[config.mk]
export PLATFORM = sky130hd
export DESIGN_NAME = ex01f_sweep_ctrl
export DESIGN_NICKNAME = d
export VERILOG_FILES = /design/src/rtl/ex01f_sweep_ctrl_pkg.sv /design/src/rtl/ex01f_sweep_ctrl_settle_timer.sv /design/src/rtl/ex01f_sweep_ctrl.sv
export SDC_FILE = /design/constraint.sdc
export NUM_CORES = 1
export LEC_CHECK = 0
export CAP_MARGIN = 20
export CELL_PAD_IN_SITES_DETAIL_PLACEMENT = 0
export CELL_PAD_IN_SITES_GLOBAL_PLACEMENT = 2
export CORE_MARGIN = 1
export CORE_UTILIZATION = 30
export DETAILED_ROUTE_END_ITERATION = 10
export PLACE_DENSITY = 0.8
export SLEW_MARGIN = 20
export SYNTH_ARGS = -nofsm -noshare
export SYNTH_HDL_FRONTEND = slang
export SYNTH_HIERARCHICAL = 1
export SYNTH_SLANG_ARGS = --single-unit
export TNS_END_PERCENT = 30
[constraint.sdc]
create_clock -name clk -period 2.19 [get_ports clk]
set_input_delay 0.438 -clock clk [delete_from_list [all_inputs] [get_ports clk]]
set_output_delay 0.438 -clock clk [all_outputs]
set_load 0.01 [all_outputs]
[src/rtl/ex01f_sweep_ctrl_pkg.sv]
// Shared types and constants for the truth-table sweep controller.
// Latency: n/a (declarations only).
// Backpressure: n/a.
package ex01f_sweep_ctrl_pkg;

  localparam int TT_W  = 16;
  localparam int IDX_W = 4;
  localparam int CNT_W = 5;

  // Expected response of the function unit; bit k is s for vector k = {a,b,c,d}.
  localparam logic [TT_W-1:0] GOLDEN_DEF = 16'h20F0;

  typedef enum logic [1:0] {
    IDLE   = 2'd0,
    SETTLE = 2'd1,
    SAMPLE = 2'd2,
    DONE   = 2'd3
  } sweep_state_t;

endpackage

[src/rtl/ex01f_sweep_ctrl_settle_timer.sv]
// Settle timer: loadable down-counter, expire pulses on the last counted cycle.
// Latency: expire is combinational, high in the CYCLES-th run cycle after load.
// Backpressure: none; clear (abort) overrides load and run.
//
// Ports: clk, rst_n (sync, active-low), clear, load, run in; expire out.
module sweep_settle_timer #(
  parameter int unsigned CYCLES = 1
) (
  input  logic clk,
  input  logic rst_n,
  input  logic clear,
  input  logic load,
  input  logic run,
  output logic expire
);

  logic [3:0] cnt;

  always_ff @(posedge clk) begin
    if (!rst_n) begin
      cnt <= '0;
    end else if (clear) begin
      cnt <= '0;
    end else if (load) begin
      cnt <= CYCLES[3:0];
    end else if (run && (cnt != 4'd0)) begin
      cnt <= cnt - 4'd1;
    end
  end

  // Counter starts at CYCLES, so the cycle that sees 1 is the CYCLES-th one.
  assign expire = run && (cnt == 4'd1);

endmodule

[src/rtl/ex01f_sweep_ctrl.sv]
// Exhaustive sweep of a 4-input function unit, capturing its 16-entry truth table.
// Latency: done pulses 16*(SETTLE_CYCLES+1)+1 cycles after an accepted start.
// Backpressure: start ignored unless IDLE; abort returns to IDLE with results invalid.
//
// Ports: clk, rst_n (sync, active-low), start, abort, s_in in;
//        a,b,c,d (vector), busy, done, valid, tt, ones_cnt, match, err_idx out.
module ex01f_sweep_ctrl
  import ex01f_sweep_ctrl_pkg::*;
#(
  parameter int unsigned     SETTLE_CYCLES = 1,
  parameter logic [TT_W-1:0] GOLDEN        = GOLDEN_DEF
) (
  input  logic             clk,
  input  logic             rst_n,
  input  logic             start,
  input  logic             abort,
  input  logic             s_in,
  output logic             a,
  output logic             b,
  output logic             c,
  output logic             d,
  output logic             busy,
  output logic             done,
  output logic             valid,
  output logic [TT_W-1:0]  tt,
  output logic [CNT_W-1:0] ones_cnt,
  output logic             match,
  output logic [IDX_W-1:0] err_idx
);

  sweep_state_t     state_q, state_d;
  logic [IDX_W-1:0] idx;
  logic [IDX_W-1:0] vec;
  logic             mis_seen;
  logic             load_timer;
  logic             expire;
  logic             accept;
  logic             do_sample;
  logic             finish;

  sweep_settle_timer #(.CYCLES(SETTLE_CYCLES)) u_timer (
    .clk    (clk),
    .rst_n  (rst_n),
    .clear  (abort),
    .load   (load_timer),
    .run    (state_q == SETTLE),
    .expire (expire)
  );

  always_ff @(posedge clk) begin
    if (!rst_n) state_q <= IDLE;
    else        state_q <= state_d;
  end

  always_comb begin
    state_d    = state_q;
    load_timer = 1'b0;
    case (state_q)
      IDLE: begin
        if (start && !abort) begin
          state_d    = SETTLE;
          load_timer = 1'b1;
        end
      end
      SETTLE: begin
        if (abort)       state_d = IDLE;
        else if (expire) state_d = SAMPLE;
      end
      SAMPLE: begin
        if (abort) begin
          state_d = IDLE;
        end else if (idx == {IDX_W{1'b1}}) begin
          state_d = DONE;
        end else begin
          state_d    = SETTLE;
          load_timer = 1'b1;
        end
      end
      default: state_d = IDLE;  // DONE lasts exactly one cycle
    endcase
  end

  assign accept    = (state_q == IDLE)   && start && !abort;
  assign do_sample = (state_q == SAMPLE) && !abort;
  assign finish    = (state_q == DONE)   && !abort;

  always_ff @(posedge clk) begin
    if (!rst_n) begin
      idx      <= '0;
      vec      <= '0;
      tt       <= '0;
      ones_cnt <= '0;
      err_idx  <= '0;
      mis_seen <= 1'b0;
      match    <= 1'b0;
      valid    <= 1'b0;
      done     <= 1'b0;
    end else begin
      done <= 1'b0;
      if (accept) begin
        idx      <= '0;
        vec      <= '0;
        tt       <= '0;
        ones_cnt <= '0;
        err_idx  <= '0;
        mis_seen <= 1'b0;
        match    <= 1'b0;
        valid    <= 1'b0;
      end
      if (do_sample) begin
        tt[idx]  <= s_in;
        ones_cnt <= ones_cnt + {{(CNT_W-1){1'b0}}, s_in};
        if ((s_in != GOLDEN[idx]) && !mis_seen) begin
          err_idx  <= idx;
          mis_seen <= 1'b1;
        end
        // Vector advances only on the way back into SETTLE, so it is
        // stable for the whole settle window and through SAMPLE.
        if (idx != {IDX_W{1'b1}}) begin
          idx <= idx + 1'b1;
          vec <= idx + 1'b1;
        end
      end
      if (finish) begin
        done  <= 1'b1;
        valid <= 1'b1;
        match <= (tt == GOLDEN);
      end
    end
  end

  assign {a, b, c, d} = vec;
  assign busy         = (state_q == SETTLE) || (state_q == SAMPLE);

endmodule

==> impl_metrics.json <==
{
  "wirelength_um": 5670,
  "fin_util_pct": 40.8,
  "fin_crit_sh_pct": 93.1,
  "timing.fmax_mhz": 491,
  "p_per_area_nw_per_um2": 557,
  "synth_area_um2": 2210,
  "wl_per_cell_um": 14.4,
  "rows": 30,
  "die_area_um2": 7720,
  "cts_root_buf": "clkbuf_8",
  "finalWorstSetupSlack_ps": 152,
  "path_clk_slew_ps": 90,
  "antenna_found_initial": 0,
  "skew_ps": 4.46,
  "hold_viol_final": 0,
  "drtAntennaViolNets": 0,
  "track_usage_pct": 15.9,
  "drt_iter0_drc": 95,
  "post_drt_via_cell_ratio": 5.07,
  "finalSetupTns_ps": 0,
  "numCtsBuffers": 5,
  "cts-htree-levels": 2,
  "synth-edff-count": 0,
  "die_y_um": 87.8,
  "drc": 0,
  "io_pins": 38,
  "drive_gt1_share_pct": 10.4,
  "min_period_ps": 2040,
  "grt_pass1_wl_um": 9540,
  "antenna_cells": 0,
  "ctsResizeCount": 0,
  "syn2layout_area_growth_pct": 28.1,
  "post-dp-hpwl_um": 4070,
  "initial_utilization_pct": 31.8,
  "clock_latency_ps": 300,
  "clkSinkCount": 44,
  "firstDrtPassIters": 4,
  "ys_ff_latch": 44,
  "die_w_um": 87.8,
  "worstPathRequired_ps": 1750,
  "relSlewSlack_pct": 71.3,
  "total_power_mw": 1.58,
  "cp.arrival_ps": 1600,
  "hold_buffers": 0,
  "synthFlopType": "dfxtp_1",
  "crit_fanout": 5,
  "syn_nets": 274,
  "most-common-layout-cells": "dfxtp_1 (44), a21oi_1 (37), clkdlybuf4s50_1 (37)",
  "yosys_warnings": 6,
  "finalMaxSlewViolations": 0,
  "layout_commonest_cell": "dfxtp_1",
  "p_leak_nw": 0.962,
  "cts_setup_buffers": 0,
  "setup_viol": 0,
  "grt_pass1_vias": 1990,
  "worstSetupEndpointType": "output pin",
  "cap_violations": 0,
  "ir_drop_uv": 219,
  "synth_cells": 256,
  "yosysSeqAreaShare_pct": 39.8,
  "fin_area_um2": 2830,
  "hold_class": "flop to flop",
  "place_area_um2": 2740,
  "routabilityCongestion": 0.784,
  "avgSynthCellArea_um2": 8.64,
  "tightest_slew_ps": 425,
  "cts_tree": "yes",
  "place_ws_ps": 123,
  "status": "finished, final reports clean",
  "synthArstFlopShare_pct": 0,
  "clockBufferDepth": 2,
  "synth.distinct_cells": 48,
  "worstSetupStartpointType": "flop",
  "via_count": 1994,
  "numPortBuffers": 37,
  "nets": 314,
  "crit_type": "flop to output pin",
  "nFillCells": 698,
  "core_um2": 6940,
  "rsz0062_at_grt": "false",
  "grt_start_max_net_pins": 35,
  "overflow": 0
}
-- path summary, 6_finish.rpt --
| check | from | to | slack (ps) | cells past startpoint |
|---|---|---|---|---|
| worst max register to register | state_q[0]$_SDFFE_PN0P_ | state_q[1]$_SDFFE_PN0P_ | 360 | 6 |
| worst max-delay path | state_q[0]$_SDFFE_PN0P_ | busy | 150 | 3 |
| worst min-delay path | vec[0]$_SDFF_PN0_ | vec[0]$_SDFF_PN0_ | 460 | 2 |
| worst min register to register | vec[0]$_SDFF_PN0_ | vec[0]$_SDFF_PN0_ | 460 | 2 |
-- registers in the layout, summed over array words and instances, names as in the netlist, named ones only --
name         flops
vec              4
done             1
state_q          2
valid            1
err_idx          4
ones_cnt         5
idx              4
match            1
mis_seen         1
u_timer/cnt      4
tt              16
-- power breakdown --
part,switching (mW),total (mW),internal (mW)
logic,0.134,0.238,0.105
clock network,0.292,0.515,0.223
registers,0.0131,0.823,0.810
total,0.439,1.58,1.14
-- area by class of cell --
type | count | area (um^2) | area share [%]
Multi-Input combinational cell | 184 | 1200 | 42.2
Sequential cell | 44 | 881 | 31.1
Timing Repair Buffer | 50 | 505 | 17.9
Tap cell | 96 | 120 | 4.24
Clock buffer | 5 | 68.8 | 2.43
Inverter | 11 | 41.3 | 1.46
Clock inverter | 3 | 18.8 | 0.663
-- metal layers --
metal / GRT usage [%] / wire length (um) / vias to the layer above
met5: 0 / 0 / -
met4: 6.41 / 106 / 0
li1: - / - / 1006
met2: 25.3 / 2520 / 55
met1: 21.3 / 2790 / 923
met3: 2.73 / 254 / 10
-- metrics by stage --
step | hold slack [ps] | cells
finish | 460 | 393
global route | 480 | 393
CTS | 464 | 393
detailed placement | 450 | 385
global placement | 446 | 385
floorplan | 456 | 256
-- cells in the mapped netlist (3+ instances only) --
library cell / instances / area (um^2)
a21oi_1: 37 / 185
and2_1: 3 / 18.8
buf_2: 8 / 40.0
buf_4: 3 / 22.5
clkbuf_1: 5 / 18.8
dfxtp_1: 44 / 881
ha_1: 13 / 163
inv_1: 10 / 37.5
mux2i_1: 4 / 40.0
nand2_1: 27 / 101
nand2b_1: 4 / 25.0
nand3_1: 12 / 60.1
nand4_1: 17 / 106
nor2_1: 9 / 33.8
nor2b_1: 3 / 18.8
o211ai_1: 12 / 90.1
o21ai_0: 3 / 15.0
o311ai_0: 4 / 35.0
-- worst max-delay path: stages (launching register included) --
cell and delay [ps]:
dfxtp_1 410, inv_1 90, ha_1 280, clkdlybuf4s50_1 520
-- cells by family (layout without fill, tap and decap cells) --
kind of cell	count (synthesis)	after routing	share of synthesized area [%]
xor+xnor	3	3	1.19
buf+inv	28	69	6.06
fa+ha+maj	13	13	7.36
compound gates	65	65	18.7
flops	44	44	39.8
mux	4	4	1.81
simple gates	99	99	25.1
Note: power is estimated with default switching activity, not from simulation.
